--- src/rtl/iob_modcnt_seq.sv ---
// Sequencer for a downstream modulo counter: clears it, issues prescaled
// enable ticks, counts completed periods and reports done/err/aborted.
module iob_modcnt_seq #(
  parameter int unsigned DATA_W  = 32,
  parameter int unsigned PRESC_W = 16,
  parameter int unsigned NCYC_W  = 16
) (
  input  logic              clk,
  input  logic              arst,
  input  logic              rst,
  input  logic              start,
  input  logic              abort,
  input  logic [DATA_W-1:0]  period,
  input  logic [DATA_W-1:0]  phase,
  input  logic [PRESC_W-1:0] presc,
  input  logic [NCYC_W-1:0]  ncycles,
  input  logic [DATA_W-1:0]  cnt,
  output logic              cnt_rst,
  output logic              cnt_en,
  output logic [DATA_W-1:0]  cnt_load_val,
  output logic [DATA_W-1:0]  cnt_mod,
  output logic              busy,
  output logic              wrap,
  output logic              done,
  output logic [NCYC_W-1:0]  cycles_done,
  output logic              err,
  output logic              aborted
);

  localparam logic [1:0] IDLE = 2'd0;
  localparam logic [1:0] CLR  = 2'd1;
  localparam logic [1:0] RUN  = 2'd2;
  localparam logic [1:0] DONE = 2'd3;

  logic [1:0]         state_q, state_d;
  logic [DATA_W-1:0]  period_q, period_d;
  logic [DATA_W-1:0]  phase_q, phase_d;
  logic [PRESC_W-1:0] presc_q, presc_d;
  logic [NCYC_W-1:0]  ncyc_q, ncyc_d;
  logic [PRESC_W-1:0] pc_q, pc_d;
  logic               first_tick_q, first_tick_d;
  logic [NCYC_W-1:0]  cycles_done_q, cycles_done_d;
  logic               err_q, err_d;
  logic               aborted_q, aborted_d;
  logic               wrap_q, wrap_d;

  logic               tick;
  logic [DATA_W-1:0]  period_m1;
  logic [NCYC_W-1:0]  cycles_inc;

  // Wrap compare stays at DATA_W bits so period_r-1 never sign-extends.
  assign period_m1  = period_q - DATA_W'(1);
  assign cycles_inc = cycles_done_q + NCYC_W'(1);
  // rst also masks the tick so nothing advances in a reset cycle.
  assign tick = (state_q == RUN) && (pc_q == presc_q) && !abort && !rst;

  // Next-state and datapath update.
  always_comb begin
    state_d       = state_q;
    period_d      = period_q;
    phase_d       = phase_q;
    presc_d       = presc_q;
    ncyc_d        = ncyc_q;
    pc_d          = pc_q;
    first_tick_d  = first_tick_q;
    cycles_done_d = cycles_done_q;
    err_d         = err_q;
    aborted_d     = aborted_q;
    wrap_d        = 1'b0;
    if (rst) begin
      state_d       = IDLE;
      period_d      = '0;
      phase_d       = '0;
      presc_d       = '0;
      ncyc_d        = '0;
      pc_d          = '0;
      first_tick_d  = 1'b0;
      cycles_done_d = '0;
      err_d         = 1'b0;
      aborted_d     = 1'b0;
    end else begin
      case (state_q)
        IDLE: begin
          if (start) begin
            period_d      = period;
            phase_d       = phase;
            presc_d       = presc;
            ncyc_d        = ncycles;
            cycles_done_d = '0;
            err_d         = 1'b0;
            aborted_d     = 1'b0;
            if ((period == '0) || (ncycles == '0) || (phase >= period)) begin
              err_d   = 1'b1;
              state_d = DONE;
            end else begin
              state_d = CLR;
            end
          end
        end
        CLR: begin
          pc_d         = '0;
          first_tick_d = 1'b1;
          if (abort) begin
            aborted_d = 1'b1;
            state_d   = DONE;
          end else begin
            state_d = RUN;
          end
        end
        RUN: begin
          if (abort) begin
            aborted_d = 1'b1;
            state_d   = DONE;
          end else if (tick) begin
            pc_d = '0;
            if (first_tick_q) begin
              first_tick_d = 1'b0;
            end else if (cnt == period_m1) begin
              wrap_d        = 1'b1;
              cycles_done_d = cycles_inc;
              if (cycles_inc == ncyc_q) state_d = DONE;
            end
          end else begin
            pc_d = pc_q + PRESC_W'(1);
          end
        end
        default: state_d = IDLE;
      endcase
    end
  end

  // State registers with asynchronous reset.
  always_ff @(posedge clk or posedge arst) begin
    if (arst) begin
      state_q       <= IDLE;
      period_q      <= '0;
      phase_q       <= '0;
      presc_q       <= '0;
      ncyc_q        <= '0;
      pc_q          <= '0;
      first_tick_q  <= 1'b0;
      cycles_done_q <= '0;
      err_q         <= 1'b0;
      aborted_q     <= 1'b0;
      wrap_q        <= 1'b0;
    end else begin
      state_q       <= state_d;
      period_q      <= period_d;
      phase_q       <= phase_d;
      presc_q       <= presc_d;
      ncyc_q        <= ncyc_d;
      pc_q          <= pc_d;
      first_tick_q  <= first_tick_d;
      cycles_done_q <= cycles_done_d;
      err_q         <= err_d;
      aborted_q     <= aborted_d;
      wrap_q        <= wrap_d;
    end
  end

  assign cnt_rst      = (state_q == CLR);
  assign cnt_en       = tick;
  assign cnt_load_val = phase_q;
  assign cnt_mod      = period_q;
  assign busy         = (state_q == CLR) || (state_q == RUN);
  assign wrap         = wrap_q;
  assign done         = (state_q == DONE);
  assign cycles_done  = cycles_done_q;
  assign err          = err_q;
  assign aborted      = aborted_q;

endmodule

--- config.mk ---
export PLATFORM = sky130hd
export DESIGN_NAME = iob_modcnt_seq
export DESIGN_NICKNAME = d
export VERILOG_FILES = /design/src/rtl/iob_modcnt_seq.sv
export SDC_FILE = /design/constraint.sdc
export NUM_CORES = 1
export LEC_CHECK = 0
export BUFFER_PORTS_ARGS = -buffer_cell sky130_fd_sc_hd__clkbuf_2
export CAP_MARGIN = 20
export CORE_MARGIN = 5
export CORE_UTILIZATION = 54
export CTS_CLUSTER_SIZE = 12
export DETAILED_ROUTE_END_ITERATION = 16
export PLACE_DENSITY_LB_ADDON = 0.1
export SLEW_MARGIN = 10
export SYNTH_ARGS = -nofsm -noshare
export SYNTH_HDL_FRONTEND = slang
export SYNTH_SLANG_ARGS = --single-unit
--- constraint.sdc ---
create_clock -name clk -period 4.53 [get_ports clk]
set_input_delay 0 -clock clk [delete_from_list [all_inputs] [get_ports clk]]
set_output_delay 0 -clock clk [all_outputs]
set_load 0.005 [all_outputs]
# Yosys cells after proc, flatten, opt, wreduce, memory -nomap -nowiden
# Index checks and enable logic that the tools add are counted.
word_totals:
  reg_bits: 134
  in_bits: 133
  out_inout_bits: 87
  wordCells: 105
op_classes:
  addsub: 3
  n_lt_le_gt_ge: 1
  eq_ne: 16
  muxes: 51
  n_reduce_logical: 23
op_table:
  columns: ["cell", "n"]
  rows:
  - ["16-bit 2-to-1 mux", 15]
  - ["32-bit 2-to-1 mux", 6]
  - ["16-bit one-hot mux with 2 select lines", 2]
  - ["16-bit by 1-bit adder with 16-bit output, second input constant", 2]
  - ["16-bit equality test", 2]
  - ["32-bit equality test", 1]
  - ["32-bit greater-or-equal comparator", 1]
  - ["32-bit zero test", 1]
  - ["32-bit by 1-bit subtractor with 32-bit output, second input constant", 1]
  - ["1-bit 2-to-1 mux", 17]
  - ["16-bit zero test", 1]
  - ["2-bit 2-to-1 mux", 8]
  - ["3-bit != test, second input constant", 4]
  - ["3-bit nonzero test", 3]
  - ["4-bit by 3-bit != test with 1-bit output, second input constant", 2]
  - ["4-bit != test, second input constant", 2]
  - ["2-bit one-hot mux with 3 select lines", 1]
  - ["3-bit AND reduction", 2]
  - ["6-bit AND reduction", 1]
  - ["5-bit AND reduction", 1]
  - ["2-bit equality test, second input constant", 2]
  - ["1-bit one-hot mux with 2 select lines", 2]
  - ["2-bit AND reduction", 2]
  - ["2-bit nonzero test", 2]
  - ["8 further kinds", 13]

# Depth between registers and ports, before layout
depth:
  word_depth: 9
  depth_mapped: 12
  depth_no_buf: 11

# Least setup slack after synthesis
# Ideal clock, no wire load.
synth_timing:
  path_type: "reg2reg"
  from: "register period_q[4] (netlist: cnt_mod[4])"
  to: "register cycles_done_q[10] (netlist: cycles_done[10])"
  setup_ns: 0.124
  arrival_time_ns: 3.597
  required_ns: 4.406
  setup_slack_ns: 0.809
  path_stages_with_launch: 13
  path_buffers: 3
  period_less_slack_ns: 3.721
  cell_sequence: "dfrtp_1 -> buf_6 -> or4_4 -> buf_6 -> nor4_4 -> nand4b_1 -> xnor2_1 -> or3b_2 -> or4_4 -> nor4_4 -> buf_6 -> mux2i_1 -> nand2_1"
synth_via:
  elab_chain_len: 4
synth_rtl:
  columns: ["element", "line", "source"]
  rows:
  - ["from (decl)", "36", "logic [DATA_W-1:0] period_q, period_d;"]
  - ["from (signal assigned)", "148", "period_q <= period_d;"]
  - ["32-bit by 1-bit subtractor with 32-bit output", "52", "assign period_m1 = period_q - DATA_W'(1);"]
  - ["32-bit equality test", "118", "end else if (cnt == period_m1) begin"]
  - ["3-bit by 2-bit != test with 1-bit output (no source line)", null, null]
  - ["6-bit AND reduction (no source line)", null, null]
  - ["to (signal assigned)", "154", "cycles_done_q <= cycles_done_d;"]
  - ["to (decl)", "42", "logic [NCYC_W-1:0] cycles_done_q, cycles_done_d;"]
# Every way passes these cells.
# A chain may end at the register's enable or synchronous reset.

# Final worst setup path
layout_timing:
  from: "register period_q[0] (netlist: cnt_mod[0])"
  to: "register cycles_done_q[14] (netlist: cycles_done[14])"
# Same word-level chain as after synthesis.

==> results_dict.tcl <==
set metrics [dict create \
    synth_area_um2 8580 \
    core_um2 15700 \
    async_flop_share_pct 100 \
    hold_viol 0 \
    synth.most_common_cell "nand2_1" \
    port_buffers 219 \
    reg2reg_to "cycles_done[14]$_DFFE_PP0P_" \
    run_status "finished, final reports clean" \
    ios 220 \
    ir_worst_vdd_mv 0.313 \
    path_class "reg2reg" \
    dp.cells 1406 \
    num_vias 8782 \
    cts_tree "built" \
    fmax_mhz 249 \
    clkTransAtPathRegs_ns 0.06 \
    setup_violations 0 \
    syn_nets 1180 \
    min_period_over_period_pct 88.6 \
    yosys_register_bits 134 \
    cp-start-kind "flop" \
    synth.top_cell.area_share_pct 39.1 \
    fill_cells 1210 \
    cp-end-kind "flop" \
    utilization_pct 73.0 \
    grt_max_degree 151 \
    r2r_setup_slack_ns 0.52 \
    drt_pass1_iterations 5 \
    syn_to_final_growth_pct 33.8 \
    stdcell_count 1537 \
    worstReg2RegStart "cnt_mod[0]$_DFFE_PP0P_" \
    min_period_ns 4.01 \
    leakagePower_nw 5.50 \
    drt_iter0_drc 602 \
    cp-endpoint "cycles_done[14]$_DFFE_PP0P_" \
    finalClockSkew_ns 0.00922 \
    insertion_delay_ns 0.42 \
    drive_above_1_share_pct 21.5 \
    use_met3_pct 7.40 \
    top_usage_layer "met2" \
    numCtsBuffers 17 \
    via_per_inst 5.71 \
    drv_cap 0 \
    num_rows 46 \
    start_util_pct 54.6 \
    synthCells 1008 \
    cts.sinks 134 \
    crit_fanout 16 \
    drc 0 \
    met2_usage_pct 50.1 \
    ant_nets 0 \
    dieArea_um2 18500 \
    yosys-top-cells-area "dfrtp_1 (39%), nand2_1 (9.4%), xor2_1 (5.8%)" \
    power.total_mw 4.38 \
    hold_start "start" \
    dieWidth_um 136 \
    synth_ff_type "dfrtp_1" \
    crit_required_ns 4.83 \
    ys_warn_count 0 \
    rsz0062_at_grt "no" \
    met1_usage_pct 41.6 \
    synth.distinct_cells 67 \
    routabilityCongestion 0.952 \
    yosysTopAreaCell "dfrtp_1" \
    ctsRootBufferMaster "clkbuf_16" \
    hp-class "in2reg" \
    cts_resized 0 \
    grt_pass1_vias 8692 \
    fin_nets 1479 \
    drt_wl_total_um 29000 \
    cts.htree.levels 4 \
    slew_headroom_pct 36.0 \
    drv_slew 0 \
    hold-worst-slack_ns 0.0376 \
    tightest_slew_ns 0.960 \
    power_density_nw_per_um2 382 \
    clk_path_buf_depth 2 \
    avgSynthCellArea_um2 8.51 \
    synth_edf_count 0 \
    startpoint "cnt_mod[0]$_DFFE_PP0P_" \
    ys_top_cells_by_count "nand2_1 (214), dfrtp_1 (134), o21ai_0 (76), xor2_1 (57), nor2_1 (47)" \
    gr-total-overflow 0 \
    grt_first_pass_wirelength_um 45900 \
    die_h_um 136 \
    fin_tns_setup_ns 0 \
    yosysSeqAreaShare_pct 39.1 \
    antenna_found_initial 0 \
    cp_data_arrival_time_ns 4.32 \
    dpl.hpwl_um 20200 \
    wl_per_cell_um 18.9 \
    grt_util_all_layers_pct 31.7 \
    reg2reg_depth 12 \
]
## worst min-delay path by stage
stage	slack, ns	end	depth (start not counted)
floorplan	0.14	cnt_load_val[10]$_DFFE_PP0P_	2
global placement	0.19	presc_q[11]$_DFFE_PP0P_	2
detailed placement	0.19	presc_q[11]$_DFFE_PP0P_	2
CTS	0.03	err$_DFFE_PP0P_	4
global route	0.04	err$_DFFE_PP0P_	4
finish	0.04	err$_DFFE_PP0P_	4
## placed cells by master (no fill, tap or decap), drive strengths merged, types with 4 or more instances in the layout
| cell | n |
|---|---|
| a31oi | 4 |
| ha | 39 |
| bufinv | 4 |
| a21oi | 27 |
| inv | 48 |
| and2 | 5 |
| nand3 | 16 |
| o21ai | 79 |
| clkinv | 5 |
| dfrtp | 134 |
| a22oi | 9 |
| clkbuf | 236 |
| nand4 | 18 |
| or3 | 7 |
| nor3 | 26 |
| and3 | 9 |
| xnor2 | 42 |
| o31ai | 34 |
| dlygate4sd3 | 98 |
| nand4b | 4 |
| nor2 | 47 |
| and4 | 6 |
| or4 | 9 |
| a211oi | 4 |
| nand2 | 214 |
| xor2 | 57 |
| nor4 | 43 |
| buf | 13 |
| mux2i | 6 |
| o211ai | 5 |
| nand3b | 8 |
| nor2b | 5 |
| a21o | 7 |
## repair_timing
| action | 4_1_cts | 5_1_grt |
|---|---|---|
| endpoints found under the hold margin | 178 | 0 |
| setup buffers | 0 | 0 |
| hold buffers | 98 | 0 |
## cell families after synthesis
logic type | count (synthesis) | share of synthesized area, %
muxes | 8 | 0.963
and+or+nand+nor | 434 | 25.1
adders and majority gates | 40 | 5.81
buffers and inverters | 96 | 4.48
AOI/OAI and AO/OA | 197 | 14.5
DFF | 134 | 39.1
xor gates and xnor gates | 99 | 10.1
## critical path, cell delays in order, from the launching register on
cell	delay (ns)
dfrtp_1	0.46
inv_1	0.09
ha_1	0.25
or3b_2	0.50
nor4_1	0.55
nand3_1	0.16
nor4b_1	0.27
nor2_1	0.11
or4b_2	0.71
nor4_4	0.15
buf_4	0.27
a21oi_1	0.10
a211o_1	0.27
## registers in the layout, summed over array words and instances (netlist names)
name	flops
cnt_mod	32
state_q	2
pc_q	16
cycles_done	16
err	1
first_tick_q	1
cnt_load_val	32
ncyc_q	16
wrap	1
aborted	1
presc_q	16
## per-layer routing
layer | up-vias | share of wire [%]
li1 | 4177 | -
met1 | 4134 | 41
met2 | 381 | 47
met3 | 90 | 7.8
met4 | 0 | 4.1
met5 | - | 0
## final cells by class
type	instances	area (um2)	share of cell area [%]
Clock inverter	14	203	1.77
Tap cell	216	270	2.36
Sequential cell	134	3350	29.2
Inverter	46	178	1.55
Multi-Input combinational cell	778	4850	42.3
Timing Repair Buffer	330	2190	19.1
Antenna cell	2	5.00	0.0436
Clock buffer	17	425	3.71
## power breakdown
group	total (mW)	leakage, nW	switching (mW)	internal, mW
registers	1.54	1.77	0.186	1.36
clock network	1.49	0.297	0.568	0.926
logic	1.35	3.43	0.790	0.558
total	4.38	5.50	1.54	2.84
## through the flow
step           worst slack [ns]  area [um2]
3_3_place_gp              0.617        9860
3_5_place_dp              0.559        9860
4_1_cts                   0.549       11500
6_report                  0.517       11500
2_1_floorplan             0.809        8580
5_1_grt                  0.0376       11500
Power figures use the tool's default switching activity.
